==> src/rtl/pool_window_packer_if.sv <==
// Activation beat stream into the packer plus the packed-window strobe toward Pooling.
// POOL_PACK_FRAME_EN adds act_last (upstream) and the sticky frame_err flag.
interface pool_window_packer_if #(
    parameter int unsigned NUM_POOLING = 8,
    parameter int unsigned NBEAT       = 4,
    parameter int unsigned IFM_BIT     = 8
);
    logic                                 act_valid;
    logic                                 act_ready;
    logic [NUM_POOLING*IFM_BIT-1:0]       act_data;
    logic                                 pool_in_valid;
    logic [NUM_POOLING*NBEAT*IFM_BIT-1:0] ACTIVATION;

`ifdef POOL_PACK_FRAME_EN
    logic act_last;
    logic frame_err;

    modport master (
        output act_valid, act_data, act_last,
        input  act_ready, pool_in_valid, ACTIVATION, frame_err
    );
    modport slave (
        input  act_valid, act_data, act_last,
        output act_ready, pool_in_valid, ACTIVATION, frame_err
    );
`else
    modport master (
        output act_valid, act_data,
        input  act_ready, pool_in_valid, ACTIVATION
    );
    modport slave (
        input  act_valid, act_data,
        output act_ready, pool_in_valid, ACTIVATION
    );
`endif
endinterface

==> src/rtl/pool_window_packer.sv <==
// Gathers SIZE*SIZE window beats into the Pooling ACTIVATION bus and paces the in_valid strobe.
// Optional feature macro: POOL_PACK_FRAME_EN (act_last border windows, sticky frame_err).
module pool_window_packer #(
    parameter int unsigned BOTTLENECK = 32,
    parameter int unsigned SIZE       = 2,
    parameter int unsigned STRIDE     = 2,
    parameter int unsigned DELTA_X    = 4,
    parameter int unsigned OU         = 4,
    parameter int unsigned IN_CH      = 512,
    parameter int unsigned IFM_BIT    = 8
) (
    input logic                clk,
    input logic                rst,
    pool_window_packer_if.slave bus
);
    localparam int unsigned NUM_CYCLE   = BOTTLENECK / DELTA_X * OU * STRIDE;
    localparam int unsigned NUM_POOLING = IN_CH / NUM_CYCLE;
    localparam int unsigned NBEAT       = SIZE * SIZE;
    localparam int unsigned BeatW       = (NBEAT > 1) ? $clog2(NBEAT) : 1;
    localparam int unsigned GapW        = (NUM_CYCLE > 1) ? $clog2(NUM_CYCLE) : 1;
    localparam logic [BeatW-1:0] LastBeat  = BeatW'(NBEAT - 1);
    localparam logic [GapW-1:0]  GapReload = GapW'(NUM_CYCLE - 1);

    typedef enum logic [0:0] {StFill, StWait} state_e;

    state_e                               state_q;
    logic [BeatW-1:0]                     beat_cnt_q;
    logic [GapW-1:0]                      gap_cnt_q;
    logic                                 pool_in_valid_q;
    logic [NUM_POOLING*NBEAT*IFM_BIT-1:0] act_q, act_d;
    logic                                 accept;
    logic                                 window_done;

    assign bus.act_ready     = (state_q == StFill) && !rst;
    assign accept            = bus.act_valid && bus.act_ready;
    assign bus.pool_in_valid = pool_in_valid_q;
    assign bus.ACTIVATION    = act_q;

`ifdef POOL_PACK_FRAME_EN
    logic frame_err_q;
    assign bus.frame_err = frame_err_q;
    assign window_done   = (beat_cnt_q == LastBeat) || bus.act_last;
`else
    assign window_done   = (beat_cnt_q == LastBeat);
`endif

    // Beat k of channel c lands in slot c*NBEAT+k; an early act_last zero-fills the tail slots.
    always_comb begin
        act_d = act_q;
        if (accept) begin
            for (int unsigned c = 0; c < NUM_POOLING; c++) begin
                for (int unsigned k = 0; k < NBEAT; k++) begin
                    if (BeatW'(k) == beat_cnt_q)
                        act_d[(c*NBEAT+k)*IFM_BIT +: IFM_BIT] = bus.act_data[c*IFM_BIT +: IFM_BIT];
`ifdef POOL_PACK_FRAME_EN
                    else if (bus.act_last && (BeatW'(k) > beat_cnt_q))
                        act_d[(c*NBEAT+k)*IFM_BIT +: IFM_BIT] = '0;
`endif
                end
            end
        end
    end

    always_ff @(posedge clk) begin
        if (rst) begin
            state_q         <= StFill;
            beat_cnt_q      <= '0;
            gap_cnt_q       <= '0;
            pool_in_valid_q <= 1'b0;
            act_q           <= '0;
`ifdef POOL_PACK_FRAME_EN
            frame_err_q     <= 1'b0;
`endif
        end else begin
            act_q           <= act_d;
            pool_in_valid_q <= 1'b0;
            if (gap_cnt_q != '0) gap_cnt_q <= gap_cnt_q - 1'b1;
            unique case (state_q)
                StFill: begin
                    if (accept) begin
                        if (window_done) begin
                            beat_cnt_q <= '0;
                            state_q    <= StWait;
                        end else begin
                            beat_cnt_q <= beat_cnt_q + 1'b1;
                        end
`ifdef POOL_PACK_FRAME_EN
                        if ((beat_cnt_q == LastBeat) && !bus.act_last) frame_err_q <= 1'b1;
`endif
                    end
                end
                StWait: begin
                    // Pulse cycle is already a FILL cycle so the next window can start at once.
                    if (gap_cnt_q == '0) begin
                        pool_in_valid_q <= 1'b1;
                        gap_cnt_q       <= GapReload;
                        state_q         <= StFill;
                    end
                end
                default: state_q <= StFill;
            endcase
        end
    end
endmodule
==> src/flat_wrapper.sv <==
// flat-port wrapper written by rule: the top's interface ports become plain ports
module pool_window_packer_flat 
#(
    parameter int unsigned BOTTLENECK = 32,
    parameter int unsigned SIZE       = 2,
    parameter int unsigned STRIDE     = 2,
    parameter int unsigned DELTA_X    = 4,
    parameter int unsigned OU         = 4,
    parameter int unsigned IN_CH      = 512,
    parameter int unsigned IFM_BIT    = 8
)
  (clk, rst, bus_act_valid, bus_act_data, bus_act_ready, bus_pool_in_valid, bus_ACTIVATION);
  pool_window_packer_if #(.IFM_BIT(IFM_BIT)) bus_i ();
  input logic clk;
  input logic rst;
  input wire logic [$bits(bus_i.act_valid)-1:0] bus_act_valid;
  input wire logic [$bits(bus_i.act_data)-1:0] bus_act_data;
  output wire logic [$bits(bus_i.act_ready)-1:0] bus_act_ready;
  output wire logic [$bits(bus_i.pool_in_valid)-1:0] bus_pool_in_valid;
  output wire logic [$bits(bus_i.ACTIVATION)-1:0] bus_ACTIVATION;
  assign bus_i.act_valid = bus_act_valid;
  assign bus_i.act_data = bus_act_data;
  assign bus_act_ready = bus_i.act_ready;
  assign bus_pool_in_valid = bus_i.pool_in_valid;
  assign bus_ACTIVATION = bus_i.ACTIVATION;
  pool_window_packer #(.BOTTLENECK(BOTTLENECK), .SIZE(SIZE), .STRIDE(STRIDE), .DELTA_X(DELTA_X), .OU(OU), .IN_CH(IN_CH), .IFM_BIT(IFM_BIT)) u_core (.clk(clk), .rst(rst), .bus(bus_i));
endmodule
==> config.mk <==
export PLATFORM = sky130hd
export DESIGN_NAME = pool_window_packer_flat
export DESIGN_NICKNAME = d
export VERILOG_FILES = /design/src/rtl/pool_window_packer_if.sv /design/src/rtl/pool_window_packer.sv /design/src/flat_wrapper.sv
export SDC_FILE = /design/constraint.sdc
export NUM_CORES = 1
export LEC_CHECK = 0
export ABC_AREA = 0
export ABC_CLOCK_PERIOD_IN_PS = 1500
export CORE_MARGIN = 5
export CORE_UTILIZATION = 42
export CTS_CLUSTER_SIZE = 20
export DETAILED_ROUTE_END_ITERATION = 10
export PLACE_DENSITY_LB_ADDON = 0.15
export REMOVE_ABC_BUFFERS = 1
export SLEW_MARGIN = 30
export SYNTH_ARGS = -nofsm -noshare
export SYNTH_HDL_FRONTEND = slang
export SYNTH_SLANG_ARGS = --single-unit
==> constraint.sdc <==
create_clock -name clk -period 1.5 [get_ports clk]
set_clock_uncertainty 0.1 [all_clocks]
set_input_delay 0.15 -clock clk [delete_from_list [all_inputs] [get_ports clk]]
set_output_delay 0.15 -clock clk [all_outputs]
set_load 0.03 [all_outputs]
==> impl_metrics.tcl <==
set metrics [dict create \
    areaGrowthSynthToFinish_pct 61.99 \
    worst_slew_pin_slew_ns 0.5064 \
    cts_sinks 266 \
    drt_iter0_markers 566 \
    min_path_cells 3 \
    antenna_found_initial 0 \
    fin_crit_ns 1.600 \
    reg2reg_from "u_core.beat_cnt_q[1]" \
    yosys.area.top_type "dfxtp_1" \
    clk_latency_ns 0.53 \
    chipWidth_microns 166.4 \
    drc_errors 0 \
    fin_util_pct 68.84 \
    max_cap_viol_count 0 \
    hpwlAfterDp_microns 21370 \
    p_leak_nw 5.647 \
    ys_ff_latch 266 \
    slew_headroom_pct 66.24 \
    clk_pin_slew_ns 0.06 \
    setup_violations 158 \
    io_pins 325 \
    h-tree-depth 1 \
    worstPathArrival_ns 1.91 \
    ir_drop_uv 753.8 \
    r2r.worst_path.cells 8 \
    whs_endpoint "u_core.bus.ACTIVATION[105]" \
    min_from "rst" \
    syn_inst 1173 \
    port-buffer-count 324 \
    dr.pass1.iters 4 \
    layout.nets 1603 \
    async_reset_ff_share_pct 0 \
    fin_area_sq_um 16640 \
    fillers 1830 \
    clock_tree.root_cell "clkbuf_16" \
    yosysUniqueCellTypes 33 \
    clockBufferDepth 3 \
    fin_ws_ns -0.09975 \
    ant_nets 0 \
    timing.rr.end "u_core.bus.ACTIVATION[77]" \
    finalHoldViolCount 0 \
    rows 57 \
    gp_congestion 0.8112 \
    initial_utilization_pct 42.49 \
    synth_most_common_cell "nand2_1" \
    place_ws_ns -0.2309 \
    die-area_sq_um 27690 \
    violations "negative setup slack" \
    rrSetupSlack_ns -0.1 \
    synth_area_per_cell_sq_um 8.758 \
    ys_seq_area_share_pct 51.83 \
    dp_cells 1784 \
    whs_ns 0.03825 \
    dpl_cell_area_sq_um 13980 \
    cp.required_ns 1.81 \
    drive_gt1_share_pct 47.93 \
    wire_per_inst_microns 19.83 \
    start_kind "flop" \
    cts_tree "yes" \
    cp-end-kind "flop" \
    timing.final.crit_share_pct 106.6 \
    netlist.area_leader.share_pct 51.83 \
    drt_wl_total_microns 37120 \
    netlist_area_sq_um 10270 \
    rsz0062_at_grt "true" \
    n_antenna_cell 0 \
    overflow 0 \
    ys.warnings.count 0 \
    grt_max_degree 62 \
    synth_edf_count 0 \
    grt_first_pass_wirelength_microns 51740 \
    max_freq_mhz 625.1 \
    synth_common_cells "nand2_1 (504), dfxtp_1 (266), a21oi_2 (180)" \
    via_per_inst 5.003 \
    critPathKind "flop to flop" \
    post_layout_nonfiller_instances 1872 \
    grt_pass1_vias 9085 \
    synth_flop_cell "dfxtp_1" \
    numCtsBuffers 29 \
    outcome "finished, violations left" \
    cp_max_fo 8 \
    crit_path_start "u_core.beat_cnt_q[1]" \
    pwr_density_cell_nw_per_um2 1044 \
    drv_slew 0 \
    vias 9365 \
    core_sq_um 24180 \
    grtUsageTotal_pct 22.88 \
    hold_class "input pin to flop" \
    ys_top_cells_by_area "dfxtp_1 (52%), nand2_1 (18%), a21oi_2 (15%), a21oi_1 (3.9%), buf_2 (2.7%)" \
    die_height_microns 166.4 \
]
per-stage QoR:
step / total power [mW] / TNS [ns]
2_1_floorplan: 8.737 / -278.45
5_1_grt: 18.00 / -21.34
6_report: 17.37 / -6.690
3_3_place_gp: 10.05 / -42.75
4_1_cts: 17.12 / -4.339
3_5_place_dp: 10.09 / -49.33
routing by layer:
metal / share of wire, % / vias up / global-route usage [%]
met4: 3.0 / 0 / 7.150
met3: 6.4 / 66 / 5.546
met5: 0 / - / 0
met2: 49 / 317 / 39.70
li1: - / 4498 / -
met1: 42 / 4484 / 28.10
power by group:
group          internal, mW  switching [mW]
logic                  1.41            1.70
clock network          3.96            2.84
registers              7.32           0.140
cell type report:
class                      count  area [sq um]  area share, %
clock inverter                 8         75.07         0.4511
sequential                   266          5340          32.09
tap                          324         405.4          2.436
clock buffer                  42         824.5          4.955
timing repair buffer         411          4922          29.58
multi-input combinational    814          5044          30.31
inverter                       7         31.28         0.1880
sequential cells by signal (all words and copies together), names as in the netlist:
name and flops:
u_core.bus.ACTIVATION 256, u_core.gap_cnt_q 6, u_core.beat_cnt_q 2, u_core.bus.pool_in_valid 1, u_core.state_q 1
how the worst max path moves through the flow:
| stage | slack [ns] | endpoint | cells after the start |
|---|---|---|---|
| global route | -0.15 | u_core.bus.ACTIVATION[235] | 8 |
| finish | -0.1 | u_core.bus.ACTIVATION[77] | 8 |
| floorplan | -1.12 | u_core.bus.ACTIVATION[120] | 4 |
| CTS | -0.08 | u_core.bus.ACTIVATION[38] | 7 |
| detailed placement | -0.23 | u_core.bus.ACTIVATION[17] | 5 |
| global placement | -0.20 | u_core.bus.ACTIVATION[17] | 6 |
logic make-up after synthesis:
group / after synthesis / synth area share [%]
buffers and inverters: 93 / 6.418
AND/OR/NAND/NOR: 537 / 20.80
AO/OA/AOI/OAI: 264 / 19.55
adder cells (fa/ha/maj): 7 / 0.8525
XOR/XNOR: 3 / 0.2558
flip-flops: 266 / 51.83
multiplexers: 3 / 0.2923
layout by cell type, fill, tap and decap left out, types with 3 or more instances in the layout:
| cell | n |
|---|---|
| buf_4 | 34 |
| clkbuf_1 | 8 |
| xnor2_1 | 3 |
| dfxtp_2 | 3 |
| mux2i_1 | 3 |
| buf_6 | 6 |
| clkdlybuf4s50_1 | 65 |
| dfxtp_4 | 3 |
| nand4bb_4 | 4 |
| clkbuf_8 | 5 |
| clkbuf_16 | 41 |
| clkinv_2 | 4 |
| buf_12 | 29 |
| clkdlybuf4s15_2 | 254 |
| ha_4 | 4 |
| a21oi_1 | 28 |
| nand2_2 | 56 |
| inv_1 | 4 |
| a21oi_2 | 232 |
| buf_8 | 3 |
| nand2_1 | 419 |
| nand2_4 | 39 |
| and4bb_4 | 3 |
| nor2_1 | 6 |
| buf_16 | 5 |
| dfxtp_1 | 260 |
worst max-delay path, stage by stage, from the launching register on:
cell	delay, ns
dfxtp_4	0.37
inv_4	0.07
ha_2	0.18
buf_4	0.12
nand4bb_4	0.13
buf_12	0.18
clkbuf_16	0.18
nand2_1	0.09
a21oi_2	0.05
repair_timing:
item / in CTS / in global routing
endpoints found under the setup margin: 450 / 278
pin swaps: 4 / 82
hold buffers: 1 / 0
gates cloned: 7 / 15
setup buffers: 11 / 7
endpoints found under the hold margin: 30 / 0
resized for setup: 797 / 198
Power figures use the tool's default switching activity.
==> RTL edit: new RTL, config.mk and constraints unchanged <==
Reset style: asynchronous (`rst`), changed in one clocked block.
--- a/src/rtl/pool_window_packer.sv
+++ b/src/rtl/pool_window_packer.sv
@@ -63,3 +63,3 @@
 
-    always_ff @(posedge clk) begin
+    always_ff @(posedge clk or posedge rst) begin
         if (rst) begin
Formal check against the unedited RTL: differs if rst is asserted again (counterexample within 4 cycles, from zero or initial values and one cycle with rst high); with rst held inactive, the same outputs for 4 cycles.
==> RTL edit against the original RTL <==
The run still ends with negative setup slack left; sequential cell count unchanged; first-iteration DRC count is 64% lower; setup slack worse by 0.14 ns; die area grew 9.2%; area after synthesis increased by 9.8%; final area is 3.2% lower; wire length fell by 24%; critical path type unchanged.
Power is not compared: it rests on default switching activity, and its combinational part moved more than twofold at a synthesized area within 25%.
==> RTL edit: results (changes against the original RTL) <==
Layout Nets 1072 (was 1603); Signal buf overhead 24.7% (was 29.6%); multi-input gate share of total cell area 25.6% (was 30.3%); arrival time at the worst endpoint 2.03 ns (was 1.91 ns); Non-clk bufs 405 (was 411); sequential fraction of the synthesis area 59.0% (was 51.8%); global-route wire length before repair 43200 um (was 51700 um); CP Max Fanout 16 (was 8); # clk buffers 41 (was 42); Detail Route met3 WL 2210 um (was 2390 um); invs w/o clock 6 (was 7); vias in the first global route 7156 (was 9085); placed cell count 1284 (was 1784); Setup violations, final 259 (was 158); met1 wire length 12500 um (was 15500 um); Vias/cell 4.72 (was 5.00); Crit-path slowest cell dfrtp_1 (was dfxtp_4); setup ws final -0.236 ns (was -0.0997 ns); async set or reset register ratio after synthesis 100% (was 0%); cell family with most CP delay flip-flops (was buffers and inverters); status finished with violations (unchanged); R2R Setup Slk -0.24 ns (was -0.1 ns); met2 GRT Util 28.0% (was 39.7%); multi-input logic cell count 291 (was 814); dpl cell area 15100 um^2 (was 14000 um^2); met1 Resource Use GR 23.9% (was 28.1%); Via Count 6421 (was 9365); Routability Congestion 0.741 (was 0.811); Final TNS setup -43.68 ns (was -6.69 ns); Sequential Area 6660 um^2 (was 5340 um^2); M3 GR Usage 6.26% (was 5.55%); worst hold margin 0.0173 ns (was 0.0382 ns); DP HPWL 19300 um (was 21400 um); Final clock-cell share 5.55% (was 5.41%); share of layout cells above drive strength 1 64.8% (was 47.9%); area grow syn2layout 42.8% (was 62.0%); Reg2Reg Depth 5 (was 8); post-synthesis mux area share 33.6% (was 0.292%); Worst R2R End u_core.bus.ACTIVATION[124]$_DFFE_PP0P_ (was u_core.bus.ACTIVATION[77]$_SDFFE_PP0P_); violations in the final reports negative setup slack (unchanged); Worst Setup SP u_core.beat_cnt_q[1]$_DFFE_PP0P_ (was u_core.beat_cnt_q[1]$_SDFFE_PP0P_); Avg Cell Area, Syn 19.1 um^2 (was 8.76 um^2); largest net degree at the start of global routing 48 (was 62); Slew @ Worst Pin 0.282 ns (was 0.506 ns); Worst Hold Class in -> async (was in -> reg); Detailed Route WL 28100 um (was 37100 um); xor and xnor area share after synthesis 0.233% (was 0.256%); Post-synth top cells dfrtp_1, mux2_4, mux2_2 (was nand2_1, dfxtp_1, a21oi_2); slowest stage delay, CP 0.42 ns (was 0.37 ns)
==> RTL edit: changes by cell type after synthesis, moves of 7 or more <==
cell,before,now
mux2_2,0,29
buf_2,55,1
clkbuf_1,7,0
buf_8,17,0
nand2_1,504,2
buf_12,1,27
a21oi_2,180,0
dfrtp_1,0,266
nand2_2,10,0
a21oi_1,80,3
dfxtp_1,266,0
mux2_4,0,229
==> RTL edit: repair_timing <==
item	4_1_cts	5_1_grt
gates cloned	1	5
setup endpoints to repair	519	347
gates resized for setup	807	193
buffers inserted	8	12
hold buffers	0	0
pin swaps	2	5
==> RTL edit: power groups by stage <==
stage / combinational [uW] / sequential (uW) / clock [uW]
after floorplan: 5890 / 19400 / 0
after global placement: 21300 / 13000 / 0
after detailed placement: 21600 / 12900 / 0
after CTS: 20600 / 13000 / 6900
after global routing: 21000 / 13400 / 7200
final: 20100 / 12900 / 6700
